$ cat src/rtl/multicycle_ctrl_pkg.sv
// ---------------------------------------------------------------------------
// multicycle_ctrl_pkg
//   Shared definitions for the RISC-V multicycle control path:
//   opcode constants, FSM state encoding, instruction classes,
//   ALU operation classes, and the Imm_sel / ALU_control / Result_src /
//   operand-mux encodings used by multicycle_ctrl and alu_decoder.
//   Helper functions classify an opcode and pick its immediate format.
// ---------------------------------------------------------------------------
package multicycle_ctrl_pkg;

    // RV32I base opcodes (instr[6:0])
    localparam logic [6:0] OP_LOAD   = 7'b0000011;
    localparam logic [6:0] OP_STORE  = 7'b0100011;
    localparam logic [6:0] OP_REG    = 7'b0110011;
    localparam logic [6:0] OP_IMM    = 7'b0010011;
    localparam logic [6:0] OP_LUI    = 7'b0110111;
    localparam logic [6:0] OP_AUIPC  = 7'b0010111;
    localparam logic [6:0] OP_BRANCH = 7'b1100011;
    localparam logic [6:0] OP_JAL    = 7'b1101111;
    localparam logic [6:0] OP_JALR   = 7'b1100111;

    // FSM states
    typedef enum logic [2:0] {
        S_FETCH     = 3'd0,
        S_DECODE    = 3'd1,
        S_EXECUTE   = 3'd2,
        S_MEMORY    = 3'd3,
        S_WRITEBACK = 3'd4,
        S_TRAP      = 3'd5
    } state_e;

    // Instruction classes derived from the opcode
    typedef enum logic [3:0] {
        CLS_ILLEGAL = 4'd0,
        CLS_R       = 4'd1,
        CLS_I       = 4'd2,
        CLS_LOAD    = 4'd3,
        CLS_STORE   = 4'd4,
        CLS_BRANCH  = 4'd5,
        CLS_LUI     = 4'd6,
        CLS_AUIPC   = 4'd7,
        CLS_JAL     = 4'd8,
        CLS_JALR    = 4'd9
    } instr_class_e;

    // ALU operation class handed from the FSM to alu_decoder
    typedef enum logic [1:0] {
        ALUOP_ADD = 2'd0,
        ALUOP_SUB = 2'd1,
        ALUOP_R   = 2'd2,
        ALUOP_I   = 2'd3
    } alu_op_e;

    // ALU_control encodings
    localparam logic [3:0] ALU_ADD  = 4'd0;
    localparam logic [3:0] ALU_SUB  = 4'd1;
    localparam logic [3:0] ALU_SLL  = 4'd2;
    localparam logic [3:0] ALU_SLT  = 4'd3;
    localparam logic [3:0] ALU_SLTU = 4'd4;
    localparam logic [3:0] ALU_XOR  = 4'd5;
    localparam logic [3:0] ALU_SRL  = 4'd6;
    localparam logic [3:0] ALU_SRA  = 4'd7;
    localparam logic [3:0] ALU_OR   = 4'd8;
    localparam logic [3:0] ALU_AND  = 4'd9;

    // Imm_sel encodings
    localparam logic [2:0] IMM_I = 3'd0;
    localparam logic [2:0] IMM_S = 3'd1;
    localparam logic [2:0] IMM_B = 3'd2;
    localparam logic [2:0] IMM_U = 3'd3;
    localparam logic [2:0] IMM_J = 3'd4;

    // Result_src encodings
    localparam logic [1:0] RES_ALU = 2'd0;
    localparam logic [1:0] RES_MEM = 2'd1;
    localparam logic [1:0] RES_PC4 = 2'd2;

    // Operand mux encodings
    localparam logic [1:0] SRCA_RS1  = 2'd0;
    localparam logic [1:0] SRCA_PC   = 2'd1;
    localparam logic [1:0] SRCA_ZERO = 2'd2;
    localparam logic [1:0] SRCB_RS2  = 2'd0;
    localparam logic [1:0] SRCB_IMM  = 2'd1;
    localparam logic [1:0] SRCB_FOUR = 2'd2;

    function automatic instr_class_e classify(input logic [6:0] opcode);
        case (opcode)
            OP_REG:    return CLS_R;
            OP_IMM:    return CLS_I;
            OP_LOAD:   return CLS_LOAD;
            OP_STORE:  return CLS_STORE;
            OP_BRANCH: return CLS_BRANCH;
            OP_LUI:    return CLS_LUI;
            OP_AUIPC:  return CLS_AUIPC;
            OP_JAL:    return CLS_JAL;
            OP_JALR:   return CLS_JALR;
            default:   return CLS_ILLEGAL;
        endcase
    endfunction

    // R-type has no immediate; it shares the I encoding as a harmless default.
    function automatic logic [2:0] imm_format(input instr_class_e cls);
        case (cls)
            CLS_STORE:          return IMM_S;
            CLS_BRANCH:         return IMM_B;
            CLS_LUI, CLS_AUIPC: return IMM_U;
            CLS_JAL:            return IMM_J;
            default:            return IMM_I;
        endcase
    endfunction

endpackage

$ cat src/rtl/alu_decoder.sv
// ---------------------------------------------------------------------------
// alu_decoder
//   Combinational ALU control decode.
//   Ports:
//     alu_op      in  2  operation class from the FSM (ADD, SUB, R-type, I-type)
//     funct3      in  3  instr[14:12]
//     funct7_b5   in  1  instr[30]; selects SUB/SRA for R-type, SRAI for I-type
//     alu_control out 4  ALU operation code
// ---------------------------------------------------------------------------
module alu_decoder
    import multicycle_ctrl_pkg::*;
(
    input  alu_op_e    alu_op,
    input  logic [2:0] funct3,
    input  logic       funct7_b5,
    output logic [3:0] alu_control
);

    always_comb begin
        alu_control = ALU_ADD;
        case (alu_op)
            ALUOP_ADD: alu_control = ALU_ADD;
            ALUOP_SUB: alu_control = ALU_SUB;
            ALUOP_R, ALUOP_I: begin
                case (funct3)
                    // instr[30] is part of the immediate for ADDI, so only
                    // R-type may turn funct3=000 into a subtract.
                    3'b000: alu_control = (alu_op == ALUOP_R && funct7_b5) ? ALU_SUB : ALU_ADD;
                    3'b001: alu_control = ALU_SLL;
                    3'b010: alu_control = ALU_SLT;
                    3'b011: alu_control = ALU_SLTU;
                    3'b100: alu_control = ALU_XOR;
                    // SRA and SRAI both carry instr[30]=1.
                    3'b101: alu_control = funct7_b5 ? ALU_SRA : ALU_SRL;
                    3'b110: alu_control = ALU_OR;
                    3'b111: alu_control = ALU_AND;
                endcase
            end
        endcase
    end

endmodule

$ cat src/rtl/multicycle_ctrl.sv
// ---------------------------------------------------------------------------
// multicycle_ctrl
//   Multicycle RISC-V control FSM: FETCH, DECODE, EXECUTE, MEMORY,
//   WRITEBACK (+TRAP). Memory accesses use a ready handshake; stalled
//   cycles are counted and a sticky Mem_timeout flags a saturated counter.
//
//   Build option: define ILLEGAL_TRAP_EN to send unknown opcodes to a TRAP
//   state held until reset; otherwise an unknown opcode retires as a NOP
//   straight from DECODE.
//
//   Parameters:
//     WAIT_CNT_W  width of the wait-state counter (timeout at 2**W-1 stalls)
//   Ports:
//     clk, reset              clock, synchronous active-high reset
//     Opcode/Funct3/Funct7_b5 instruction fields from the IR
//     Zero                    ALU zero flag
//     Mem_ready               memory handshake
//     Mem_read/Mem_write      memory strobes
//     IR_write/PC_write       register enables; PC_src selects PC+4 / ALU
//     Reg_write, Result_src   register-file write enable and data select
//     ALU_src_A/B, ALU_control ALU operand muxes and operation
//     Imm_sel                 immediate format (valid DECODE..retirement)
//     Instr_done              one-cycle retirement pulse
//     Mem_timeout             sticky wait-counter saturation flag
// ---------------------------------------------------------------------------
module multicycle_ctrl
    import multicycle_ctrl_pkg::*;
#(
    parameter int WAIT_CNT_W = 4
) (
    input  logic       clk,
    input  logic       reset,
    input  logic [6:0] Opcode,
    input  logic [2:0] Funct3,
    input  logic       Funct7_b5,
    input  logic       Zero,
    input  logic       Mem_ready,
    output logic       Mem_read,
    output logic       Mem_write,
    output logic       IR_write,
    output logic       PC_write,
    output logic       PC_src,
    output logic       Reg_write,
    output logic [1:0] ALU_src_A,
    output logic [1:0] ALU_src_B,
    output logic [3:0] ALU_control,
    output logic [2:0] Imm_sel,
    output logic [1:0] Result_src,
    output logic       Instr_done,
    output logic       Mem_timeout
);

    localparam logic [WAIT_CNT_W-1:0] WAIT_MAX = '1;
    localparam logic [WAIT_CNT_W-1:0] WAIT_ONE = WAIT_CNT_W'(1);

    state_e                state;
    state_e                state_next;
    logic [WAIT_CNT_W-1:0] wait_cnt;
    logic [WAIT_CNT_W-1:0] wait_cnt_next;
    logic                  timeout_q;

    instr_class_e          cls;
    alu_op_e               alu_op;
    logic [3:0]            alu_control_dec;

    logic                  mem_cycle;
    logic                  stalled;
    logic                  mem_rd;
    logic                  mem_wr;
    logic                  ir_wr;
    logic                  pc_wr;
    logic                  pc_sel;
    logic                  reg_wr;
    logic [1:0]            src_a;
    logic [1:0]            src_b;
    logic [2:0]            imm_raw;
    logic [1:0]            res_src;
    logic                  done;

    assign cls = classify(Opcode);

    alu_decoder u_alu_decoder (
        .alu_op      (alu_op),
        .funct3      (Funct3),
        .funct7_b5   (Funct7_b5),
        .alu_control (alu_control_dec)
    );

    always_ff @(posedge clk) begin
        if (reset) begin
            state     <= S_FETCH;
            wait_cnt  <= '0;
            timeout_q <= 1'b0;
        end else begin
            state    <= state_next;
            wait_cnt <= wait_cnt_next;
            if (wait_cnt_next == WAIT_MAX) begin
                timeout_q <= 1'b1;
            end
        end
    end

    // Next state and raw (pre-reset-gating) control outputs.
    always_comb begin
        state_next = state;
        mem_cycle  = 1'b0;
        mem_rd     = 1'b0;
        mem_wr     = 1'b0;
        ir_wr      = 1'b0;
        pc_wr      = 1'b0;
        pc_sel     = 1'b0;
        reg_wr     = 1'b0;
        src_a      = SRCA_RS1;
        src_b      = SRCB_RS2;
        alu_op     = ALUOP_ADD;
        res_src    = RES_ALU;
        done       = 1'b0;

        case (state)
            S_FETCH: begin
                mem_cycle = 1'b1;
                mem_rd    = 1'b1;
                src_a     = SRCA_PC;
                src_b     = SRCB_FOUR;
                if (Mem_ready) begin
                    ir_wr      = 1'b1;
                    pc_wr      = 1'b1;
                    state_next = S_DECODE;
                end
            end

            S_DECODE: begin
                // Precompute the branch target (PC + imm) while the
                // register file is read; the datapath latches it.
                src_a = SRCA_PC;
                src_b = SRCB_IMM;
                if (cls == CLS_ILLEGAL) begin
`ifdef ILLEGAL_TRAP_EN
                    state_next = S_TRAP;
`else
                    done       = 1'b1;
                    state_next = S_FETCH;
`endif
                end else begin
                    state_next = S_EXECUTE;
                end
            end

            S_EXECUTE: begin
                case (cls)
                    CLS_R: begin
                        alu_op     = ALUOP_R;
                        state_next = S_WRITEBACK;
                    end
                    CLS_I: begin
                        src_b      = SRCB_IMM;
                        alu_op     = ALUOP_I;
                        state_next = S_WRITEBACK;
                    end
                    CLS_LUI: begin
                        src_a      = SRCA_ZERO;
                        src_b      = SRCB_IMM;
                        state_next = S_WRITEBACK;
                    end
                    CLS_AUIPC: begin
                        src_a      = SRCA_PC;
                        src_b      = SRCB_IMM;
                        state_next = S_WRITEBACK;
                    end
                    CLS_LOAD, CLS_STORE: begin
                        src_b      = SRCB_IMM;
                        state_next = S_MEMORY;
                    end
                    CLS_BRANCH: begin
                        // ALU compares rs1/rs2; the target came from DECODE.
                        // Funct3[0] distinguishes BNE from BEQ.
                        alu_op     = ALUOP_SUB;
                        pc_sel     = 1'b1;
                        pc_wr      = Zero ^ Funct3[0];
                        done       = 1'b1;
                        state_next = S_FETCH;
                    end
                    CLS_JAL: begin
                        src_a      = SRCA_PC;
                        src_b      = SRCB_IMM;
                        pc_sel     = 1'b1;
                        pc_wr      = 1'b1;
                        state_next = S_WRITEBACK;
                    end
                    CLS_JALR: begin
                        src_b      = SRCB_IMM;
                        pc_sel     = 1'b1;
                        pc_wr      = 1'b1;
                        state_next = S_WRITEBACK;
                    end
                    default: begin
                        state_next = S_FETCH;
                    end
                endcase
            end

            S_MEMORY: begin
                mem_cycle = 1'b1;
                src_b     = SRCB_IMM;
                if (cls == CLS_STORE) begin
                    mem_wr = 1'b1;
                    if (Mem_ready) begin
                        done       = 1'b1;
                        state_next = S_FETCH;
                    end
                end else begin
                    mem_rd = 1'b1;
                    if (Mem_ready) begin
                        state_next = S_WRITEBACK;
                    end
                end
            end

            S_WRITEBACK: begin
                reg_wr = 1'b1;
                done   = 1'b1;
                case (cls)
                    CLS_LOAD:          res_src = RES_MEM;
                    CLS_JAL, CLS_JALR: res_src = RES_PC4;
                    default:           res_src = RES_ALU;
                endcase
                state_next = S_FETCH;
            end

            S_TRAP: begin
                state_next = S_TRAP;
            end

            default: begin
                state_next = S_FETCH;
            end
        endcase
    end

    // Immediate format is held from DECODE until the instruction retires.
    always_comb begin
        imm_raw = IMM_I;
        if (state == S_DECODE || state == S_EXECUTE ||
            state == S_MEMORY || state == S_WRITEBACK) begin
            imm_raw = imm_format(cls);
        end
    end

    // Wait counter: counts stalled memory cycles, saturates instead of
    // wrapping; any completed access or state change clears it.
    always_comb begin
        stalled = mem_cycle && !Mem_ready;
        if (!stalled) begin
            wait_cnt_next = '0;
        end else if (wait_cnt != WAIT_MAX) begin
            wait_cnt_next = wait_cnt + WAIT_ONE;
        end else begin
            wait_cnt_next = wait_cnt;
        end
    end

    // All outputs are forced low while reset is asserted so an aborted
    // instruction cannot leak a write or retirement pulse.
    assign Mem_read    = !reset && mem_rd;
    assign Mem_write   = !reset && mem_wr;
    assign IR_write    = !reset && ir_wr;
    assign PC_write    = !reset && pc_wr;
    assign PC_src      = !reset && pc_sel;
    assign Reg_write   = !reset && reg_wr;
    assign Instr_done  = !reset && done;
    assign Mem_timeout = !reset && timeout_q;
    assign ALU_src_A   = reset ? 2'd0 : src_a;
    assign ALU_src_B   = reset ? 2'd0 : src_b;
    assign ALU_control = reset ? 4'd0 : alu_control_dec;
    assign Imm_sel     = reset ? 3'd0 : imm_raw;
    assign Result_src  = reset ? 2'd0 : res_src;

endmodule

$ cat config.mk
export PLATFORM = sky130hd
export DESIGN_NAME = multicycle_ctrl
export DESIGN_NICKNAME = d
export VERILOG_FILES = /design/src/rtl/multicycle_ctrl_pkg.sv /design/src/rtl/alu_decoder.sv /design/src/rtl/multicycle_ctrl.sv
export SDC_FILE = /design/constraint.sdc
export NUM_CORES = 1
export LEC_CHECK = 0
export CAP_MARGIN = 20
export CORE_ASPECT_RATIO = 1.25
export CORE_MARGIN = 2
export CORE_UTILIZATION = 47
export CTS_CLUSTER_SIZE = 24
export DETAILED_ROUTE_END_ITERATION = 12
export PLACE_DENSITY = 0.85
export SYNTH_ARGS = -nofsm -noshare
export SYNTH_HDL_FRONTEND = slang
export SYNTH_SLANG_ARGS = --single-unit
$ cat constraint.sdc
create_clock -name clk -period 2.9 [get_ports clk]
set_input_delay 0.29 -clock clk [delete_from_list [all_inputs] [get_ports clk]]
set_output_delay 0.29 -clock clk [all_outputs]
set_load 0.01 [all_outputs]
==> impl_metrics.py <==
metrics = {
    "synth": {
        "synthArstFlopShare_pct": 0,
        "syn_area_sq_um": 940.9,
        "synth-edff-count": 0,
        "synth.avg_cell_area_sq_um": 7.074,
        "yosysSeqAreaShare_pct": 17.02,
        "syn-num-nets": 149,
        "yosysMostFrequentCell": "nor2_1",
        "synth_top_flop_cell": "dfxtp_1",
        "synth.distinct_cells": 43,
        "synth.top_cells.by_count": "nor2_1, a21oi_1, dfxtp_1, nand2_1, nand3_1",
        "netlist.area_leader.share_pct": 17.02,
        "yosysTopAreaCell": "dfxtp_1",
        "synth.top_cells.by_area": "dfxtp_1, nor2_1, nor3b_1",
        "synth-seq-cells": 8,
        "ys_warn_count": 0,
        "synthCells": 133,
    },
    "route": {
        "wire_per_inst_um": 14.02,
        "postRouteAntennaNets": 0,
        "vias_per_cell": 5.979,
        "drc": 0,
        "vias": 1130,
        "drt_iter0_drc": 35,
        "wirelength_um": 2649,
        "dr.pass1.iters": 4,
    },
    "sta": {
        "setup-violations-final": 0,
        "hold_violations": 0,
        "worstMarginPinSlew_ns": 0.3898,
        "slew_headroom_pct": 73.98,
        "fin_crit_ns": 2.705,
        "max_freq_ghz": 0.3697,
        "rsz0062_at_grt": "no",
        "fin_crit_sh_pct": 93.27,
        "fin_skew_ns": 0.003277,
        "finalSetupTns_ns": 0,
        "drv_slew": 0,
    },
    "cells_and_area": {
        "postLayoutCoreUtil_pct": 68.93,
        "fin_area_sq_um": 1335,
        "area_growth_pct": 41.89,
        "drive_gt1_share_pct": 9.467,
        "final_nets": 187,
        "antenna_cells": 0,
    },
    "critical_path": {
        "cpMaxStageDelayCell": "clkdlybuf4s50_1",
        "critPathMaxStageDelay_ns": 0.60,
        "startpoint_type": "input port",
        "critical_path_buf_inv_count": 2,
        "crit_family": "buffers and inverters",
        "r2r_slack_ns": 1.26,
        "cp_max_fo": 9,
        "crit_chain": "clkdlybuf4s50_1 > nor3b_1 > mux2i_1 > or3_1 > a21oi_1 > clkdlybuf4s50_1",
        "critPathKind": "in2out",
        "worst-endpoint-required_ns": 2.61,
        "path_common_cell": "clkdlybuf4s50_1",
        "cp_data_arrival_time_ns": 2.41,
        "end_kind": "output pin",
    },
    "global_route": {
        "grt_overflow": 0,
        "antenna_found_initial": 0,
        "first_global_vias": 1098,
        "grt_start_max_net_pins": 14,
        "grt_pass1_wl_um": 4422,
        "grt_usage_pct": 24.59,
    },
    "cts": {
        "cts_made_buffers": 3,
        "cts.path.max_buffers": 2,
        "clk_latency_ns": 0.25,
        "clockRootBuffer": "clkbuf_4",
        "postCtsHoldBufs": 0,
        "post_cts_buffers": 0,
        "post_cts_resize_count": 0,
        "h-tree-depth": 1,
        "cts.sinks": 8,
        "clk_pin_slew_ns": 0.05,
        "cts_tree": "done",
    },
    "place": {
        "dp_hpwl_um": 2165,
        "placed_area_sq_um": 1313,
        "port_buffers": 35,
        "gp_congestion": 0.8939,
    },
    "power": {
        "vdd_ir_drop_max_uv": 137.8,
        "powerDensity_nw_per_um2": 237.1,
        "report.power.total_uw": 316.5,
        "power.leakage_nw": 0.4954,
    },
    "floorplan": {
        "die_w_um": 44.02,
        "die_y_um": 54.03,
        "fp.dieArea_sq_um": 2378,
        "num_rows": 18,
        "initial_core_util_pct": 48.58,
        "ios": 36,
        "core_sq_um": 1937,
    },
    "job": {
        "max_cap_violations": 0,
    },
    "status": {
        "status": "completed",
    },
    "hold_path": {
        "min_path_type": "reg2reg",
    },
}
where the power goes:
group | internal [mW] | switching, mW | total [mW] | leakage [nW]
clock network | 0.0470 | 0.0333 | 0.0803 | 0.0138
registers | 0.113 | 0.00626 | 0.120 | 0.0650
logic | 0.0607 | 0.0559 | 0.117 | 0.417
total | 0.221 | 0.0954 | 0.316 | 0.495
per-layer routing:
| metal | GRT usage, % | share of wire [%] | vias up |
|---|---|---|---|
| li1 | - | - | 563 |
| met1 | 26.19 | 40 | 503 |
| met2 | 44.36 | 51 | 56 |
| met3 | 4.027 | 6.0 | 8 |
| met4 | 15.66 | 3.1 | 0 |
| met5 | 0 | 0 | - |
flip-flops by register name, summed over array words and instances, names as in the netlist:
signal	count
state	3
timeout_q	1
wait_cnt	4
tightest hold or removal path: stages, from the launching register on:
cell	delay, ns
dfxtp_1	0.35
nor2_1	0.12
nor3_1	0.05
path summary, 6_finish.rpt:
path | cells after the start | end | start
setup / recovery | 6 | ALU_src_A[0] | Opcode[4]
hold / removal | 2 | wait_cnt[2] | wait_cnt[3]
setup reg to reg | 5 | timeout_q | wait_cnt[1]
hold reg to reg | 2 | wait_cnt[2] | wait_cnt[3]
cell families after synthesis:
group,share of synthesized area (%)
and+or+nand+nor,50.00
xor gates and xnor gates,3.724
DFF,17.02
buffers and inverters,4.388
adders and majority gates,1.330
AOI/OAI and AO/OA,19.02
muxes,4.521
through the flow:
stage	worst slack, ns	std cells	hold slack (ns)
after floorplan	1.161	133	0.3591
after global placement	0.3270	186	0.5398
after detailed placement	0.2354	186	0.5547
after CTS	0.2290	189	0.5637
after global routing	0.06976	189	0.6154
final	0.1953	189	0.5623
placed cells by master, fill, tap and decap left out, types with 2 or more instances in the layout:
master / Yosys / routed
nor4_1: 2 / 2
mux2_2: 2 / 2
buf_4: 0 / 4
or3_1: 3 / 3
nand3_1: 8 / 8
nor2_1: 18 / 18
nor3b_1: 6 / 6
a21oi_1: 8 / 8
a31oi_1: 4 / 4
nand2b_1: 5 / 5
clkbuf_4: 0 / 3
nor2b_1: 4 / 4
and3b_1: 2 / 2
clkdlybuf4s50_1: 0 / 35
mux2i_1: 2 / 2
inv_1: 2 / 2
and3_1: 4 / 4
xnor2_1: 3 / 3
a21o_1: 3 / 3
nor3_1: 7 / 7
o21ai_0: 5 / 5
nand2_1: 8 / 8
nand3b_1: 3 / 3
dfxtp_1: 8 / 8
a32o_1: 2 / 2
final cells by class:
type                       count  area, sq um
multi-input combinational    117        739.5
tap                           20        25.02
sequential                     8        160.2
clock buffer                   3        22.52
timing repair buffer          39        380.4
fill                         178        601.8
inverter                       2        7.507
Power figures use the tool's default switching activity.
